`src/rtl/timer_irq_source.sv`:
```
// timer_irq_source: memory-mapped interval timer that raises a level
// interrupt on counter overflow. Registers: TH (+0x0) reload value,
// TL (+0x4) counter, TCON (+0x8) {IP, IE, EN}.
// Optional build macro TIMER_SYSTICK_EN adds a read-only free-running
// cycle counter SYSTICK at +0x14.
`timescale 1ns/1ps
module timer_irq_source #(
  parameter logic [31:0] BASE_ADDR = 32'h4000_0000,
  parameter int unsigned PRESCALE  = 1
) (
  input  logic        clk,
  input  logic        reset,
  input  logic [31:0] Addr,
  input  logic [31:0] WriteData,
  input  logic        MemRd,
  input  logic        MemWr,
  output logic [31:0] ReadData,
  output logic        Interrupt,
  output logic        hit
);

  localparam logic [15:0] PRESCALE_MAX = 16'(PRESCALE - 1);

  logic [31:0] th_q, th_d;
  logic [31:0] tl_q, tl_d;
  logic        en_q, en_d;
  logic        ie_q, ie_d;
  logic        ip_q, ip_d;
  logic [15:0] presc_q, presc_d;
`ifdef TIMER_SYSTICK_EN
  logic [31:0] systick_q, systick_d;
`endif

  logic sel_th, sel_tl, sel_tcon, sel_systick;
  logic tick_s, overflow_s, set_ip_s, wr_s;

  // Address decode: word-aligned accesses inside the 32-byte window only.
  always_comb begin
    sel_th      = 1'b0;
    sel_tl      = 1'b0;
    sel_tcon    = 1'b0;
    sel_systick = 1'b0;
    if ((Addr[31:5] == BASE_ADDR[31:5]) && (Addr[1:0] == 2'b00)) begin
      case (Addr[4:2])
        3'd0:    sel_th   = 1'b1;
        3'd1:    sel_tl   = 1'b1;
        3'd2:    sel_tcon = 1'b1;
`ifdef TIMER_SYSTICK_EN
        3'd5:    sel_systick = 1'b1;
`endif
        default: sel_th   = 1'b0;
      endcase
    end else begin
      sel_th = 1'b0;
    end
  end

  assign hit  = sel_th | sel_tl | sel_tcon | sel_systick;
  assign wr_s = MemWr & hit;

  // Prescaler: counts while enabled, emits one tick per wrap, parked at 0 when disabled.
  always_comb begin
    tick_s  = 1'b0;
    presc_d = presc_q;
    if (en_q) begin
      if (presc_q == PRESCALE_MAX) begin
        presc_d = 16'd0;
        tick_s  = 1'b1;
      end else begin
        presc_d = presc_q + 16'd1;
      end
    end else begin
      presc_d = 16'd0;
    end
  end

  // Register next-state: a TL store beats a tick, a TH store never affects
  // the reload happening on the same edge, and an overflow always wins over
  // a software clear of IP so no interrupt is lost.
  always_comb begin
    overflow_s = tick_s & (tl_q == 32'hFFFF_FFFF);
    set_ip_s   = overflow_s & ie_q & ~(wr_s & sel_tl);

    if (wr_s && sel_th) begin
      th_d = WriteData;
    end else begin
      th_d = th_q;
    end

    if (wr_s && sel_tl) begin
      tl_d = WriteData;
    end else if (overflow_s) begin
      tl_d = th_q;
    end else if (tick_s) begin
      tl_d = tl_q + 32'd1;
    end else begin
      tl_d = tl_q;
    end

    if (wr_s && sel_tcon) begin
      en_d = WriteData[0];
      ie_d = WriteData[1];
      ip_d = WriteData[2] | set_ip_s;
    end else begin
      en_d = en_q;
      ie_d = ie_q;
      ip_d = ip_q | set_ip_s;
    end
  end

`ifdef TIMER_SYSTICK_EN
  // Free-running cycle counter; wraps silently and ignores stores.
  always_comb begin
    systick_d = systick_q + 32'd1;
  end
`endif

  // State registers with synchronous active-high reset.
  always_ff @(posedge clk) begin
    if (reset) begin
      th_q    <= 32'd0;
      tl_q    <= 32'd0;
      en_q    <= 1'b0;
      ie_q    <= 1'b0;
      ip_q    <= 1'b0;
      presc_q <= 16'd0;
`ifdef TIMER_SYSTICK_EN
      systick_q <= 32'd0;
`endif
    end else begin
      th_q    <= th_d;
      tl_q    <= tl_d;
      en_q    <= en_d;
      ie_q    <= ie_d;
      ip_q    <= ip_d;
      presc_q <= presc_d;
`ifdef TIMER_SYSTICK_EN
      systick_q <= systick_d;
`endif
    end
  end

  // Read mux: zero unless a decoded load is in progress.
  always_comb begin
    ReadData = 32'd0;
    if (MemRd) begin
      if (sel_th) begin
        ReadData = th_q;
      end else if (sel_tl) begin
        ReadData = tl_q;
      end else if (sel_tcon) begin
        ReadData = {29'd0, ip_q, ie_q, en_q};
`ifdef TIMER_SYSTICK_EN
      end else if (sel_systick) begin
        ReadData = systick_q;
`endif
      end else begin
        ReadData = 32'd0;
      end
    end else begin
      ReadData = 32'd0;
    end
  end

  assign Interrupt = ie_q & ip_q;

endmodule

```
`config.mk`:
```
export PLATFORM = sky130hd
export DESIGN_NAME = timer_irq_source
export DESIGN_NICKNAME = d
export VERILOG_FILES = /design/src/rtl/timer_irq_source.sv
export SDC_FILE = /design/constraint.sdc
export NUM_CORES = 1
export LEC_CHECK = 0
export CORE_MARGIN = 4
export CORE_UTILIZATION = 52
export DETAILED_ROUTE_END_ITERATION = 10
export GPL_TIMING_DRIVEN = 0
export PLACE_DENSITY = 0.88
export SLEW_MARGIN = 10
export SYNTH_ARGS = -nofsm -noshare
export SYNTH_HDL_FRONTEND = slang
export SYNTH_SLANG_ARGS = --single-unit
```
`constraint.sdc`:
```
create_clock -name clk -period 3.4 [get_ports clk]
set_clock_uncertainty 0.1 [all_clocks]
set_input_delay 0.68 -clock clk [delete_from_list [all_inputs] [get_ports clk]]
set_output_delay 0.68 -clock clk [all_outputs]
set_load 0.01 [all_outputs]
```
==> results.md <==
- Cell Area, Synth: 4974 sq um
- Antenna violations before repair: 0
- Hold_buf cts: 0
- Worst Max-Slew Pin Slew: 860.2 ps
- Worst setup EP type: output port
- Die width: 105.8 um
- Synth top area share: 33.41%
- R2R setup slack: 90 ps
- Clock Path Buffers: 2
- Crit-path slowest cell: clkdlybuf4s50_1
- Synth Warn #: 0
- Number of synthesized flops with an enable pin: 0
- Cells after Synth: 635
- Yosys reg bits: 83
- Asr flop ratio synth: 0%
- WHS: 386.6 ps
- Worst-skew pair later-pin latency: 370 ps
- Synthesized Nets: 706
- Main synth FF type: dfxtp_1
- Final ANT Viol Nets: 0
- TritonCTS buffer count: 9
- Top Family by Delay on Critical Path: buffers and inverters
- Sequential-to-total area share from yosys stat: 33.41%
- CTS sink count: 83
- FP Rows: 35
- Gpl congestion: 1.018
- Status: finished, violations left
- Pins Over Slew Limit: 0
- Relative slew slack: 42.65%
- Final worst path period share: 102.0%
- Worst path required time: 2620 ps
- Count leader, synth: nor2_1
- Io pins: 102
- Wirelength per Cell: 21.33 um
- Peak VDD IR: 261.5 uV
- CTS root buf: clkbuf_8
- Peak Freq: 0.2885 GHz
- Power Density: 280.1 nW/um^2
- Buf/Inv on CP: 3
- Ant diodes: 0
- Worst Path Class, Setup: primary input to output port
- Reg clk slew, reported paths: 90 ps
- Failing checks: setup timing
- Synth top area cells: dfxtp_1 33%, mux2i_1 10%, nor2_1 7.2%
- Vias in the first global route: 5487
- WP data arrival: 2690 ps
- Area added between synthesis and finish: 31.37%
- Final Critical Period: 3466 ps
- Die Footprint: 11190 sq um
- Net count, final: 823
- Final setup vio count: 10
- Congestion Overflow GR: 0
- Final wirelength: 18900 um
- Leak Pwr: 0.002487 uW
- Final hold vios: 0
- GRT busiest layer: met2
- Critical-path maximum fanout: 3
- Hold Crit Class: flip-flop to flip-flop
- Gr usage total: 31.95%
- Die Height: 105.8 um
- Met2 Usage GRT: 54.78%
- Initial Util: 53.57%
- Syn avg cell area: 7.832 sq um
- Pin count of the biggest net entering global routing: 17
- Startpoint Class: primary input
- Largest stage delay, worst path: 430 ps
- GR Layer Usage met1: 38.58%
- Vias/cell: 6.380
- GR Util met3: 6.062%
- Unique masters post-synth: 64
- Most frequent cells after synthesis: 96 x nor2_1, 83 x dfxtp_1, 72 x nand2_1
- Drt pass-1 iters: 7
- Yosys top cell by area: dfxtp_1
- Global-route wire length before repair: 28260 um
- PortBufs: 99
- Core Area: 9284 sq um
- Post-DP HPWL: 13400 um
- CTS H-tree depth: 3
- Setup Slack @ Placement: -1163 ps
- Drt initial violations: 530
- Detailed-route via count: 5653
- Layout fillers: 778
- CP Cell Sequence: clkdlybuf4s50_1 -> nor4_2 -> nand4_1 -> buf_4 -> a211oi_4 -> nand2_2 -> a211oi_2 -> buf_2
- TritonCTS clock tree: built
- DRC: 0
- Layout cell share with drive strength beyond 1: 14.13%
- Maxcap violations: 0
- Fin worst setup slack: -66.44 ps
-- final cells by class --
type	instances	area, sq um	share of cell area [%]
Multi-Input combinational cell	493	3202	49.00
Inverter	15	56.30	0.8617
Clock buffer	10	137.6	2.106
Sequential cell	83	1662	25.43
Timing Repair Buffer	106	1013	15.51
Buffer	44	244.0	3.734
Tap cell	129	161.4	2.470
Clock inverter	6	57.56	0.8809
-- sequential cells by signal (all words and copies together) (netlist names) --
register and count:
en_q 1, ie_q 1, ip_q 1, presc_q 16, th_q 32, tl_q 32
-- cell families after synthesis --
family                     count (synthesis)  synth area share [%]
buffers and inverters                     59                 5.283
adders and majority gates                  3                0.7548
DFF                                       83                 33.41
AOI/OAI and AO/OA                        133                 17.46
and+or+nand+nor                          285                 29.06
xor gates and xnor gates                  19                 3.346
muxes                                     53                 10.69
-- power breakdown --
| group | internal, uW | leakage [uW] | switching (uW) |
|---|---|---|---|
| Clock | 302 | 0.000101 | 412 |
| Combinational | 79.5 | 0.00172 | 65.3 |
| Sequential | 971 | 0.000668 | 0.000000482 |
-- worst min-delay path: stages, from the launching register on --
cell and delay [ps]:
dfxtp_1 340, nand2_1 60, a21oi_1 50
-- routing by layer --
layer	wire, um	vias to the layer above
li1	-	2535
met1	7070	2639
met2	9028	379
met3	1817	100
met4	979	0
met5	0	-
-- per-stage QoR --
step                total power [uW]  setup TNS, ps  area, sq um  util [%]  cells
finish                          1830         -203.5         6534     70.38    886
global placement                1125         -25150         6126     65.98    863
global route                    1872          -2119         6534     70.38    886
detailed placement              1127         -27250         6126     65.98    863
floorplan                       1028              0         4974         -    635
CTS                             1823         -248.2         6411     69.06    882
-- final timing paths --
path            endpoint  depth (start not counted)     start
max          ReadData[0]                          8  Addr[23]
max reg2reg     tl_q[27]                          7   tl_q[1]
min             th_q[12]                          2  th_q[12]
min reg2reg     th_q[12]                          2  th_q[12]
-- placed cells by master, fill, tap and decap left out, types with 5 or more instances in the layout --
| cell | instances |
|---|---|
| nor2_1 | 89 |
| dfxtp_1 | 83 |
| nand2_1 | 70 |
| mux2i_1 | 52 |
| clkdlybuf4s50_1 | 48 |
| a21oi_1 | 46 |
| clkbuf_1 | 24 |
| nand3_1 | 23 |
| buf_2 | 18 |
| dlymetal6s2s_1 | 18 |
| nand4_1 | 17 |
| and3_1 | 17 |
| inv_1 | 15 |
| o21ai_0 | 14 |
| clkbuf_2 | 13 |
| xnor2_1 | 12 |
| a211oi_1 | 12 |
| clkbuf_8 | 11 |
| buf_4 | 9 |
| and4_1 | 9 |
| nor3_1 | 9 |
| a31oi_1 | 9 |
| nor4_2 | 7 |
| o211ai_1 | 7 |
| xor2_1 | 7 |
| o21ai_1 | 6 |
| nor2_2 | 5 |
| a211oi_2 | 5 |
| and2_1 | 5 |
| buf_6 | 5 |
| clkdlybuf4s15_1 | 5 |
-- what timing repair did --
action | CTS | global route
resized for setup | 86 | 77
cloned | 0 | 2
setup buffers | 3 | 3
setup endpoints to repair | 33 | 32
pin swaps | 6 | 16
Note: power is estimated with default switching activity, not from simulation.
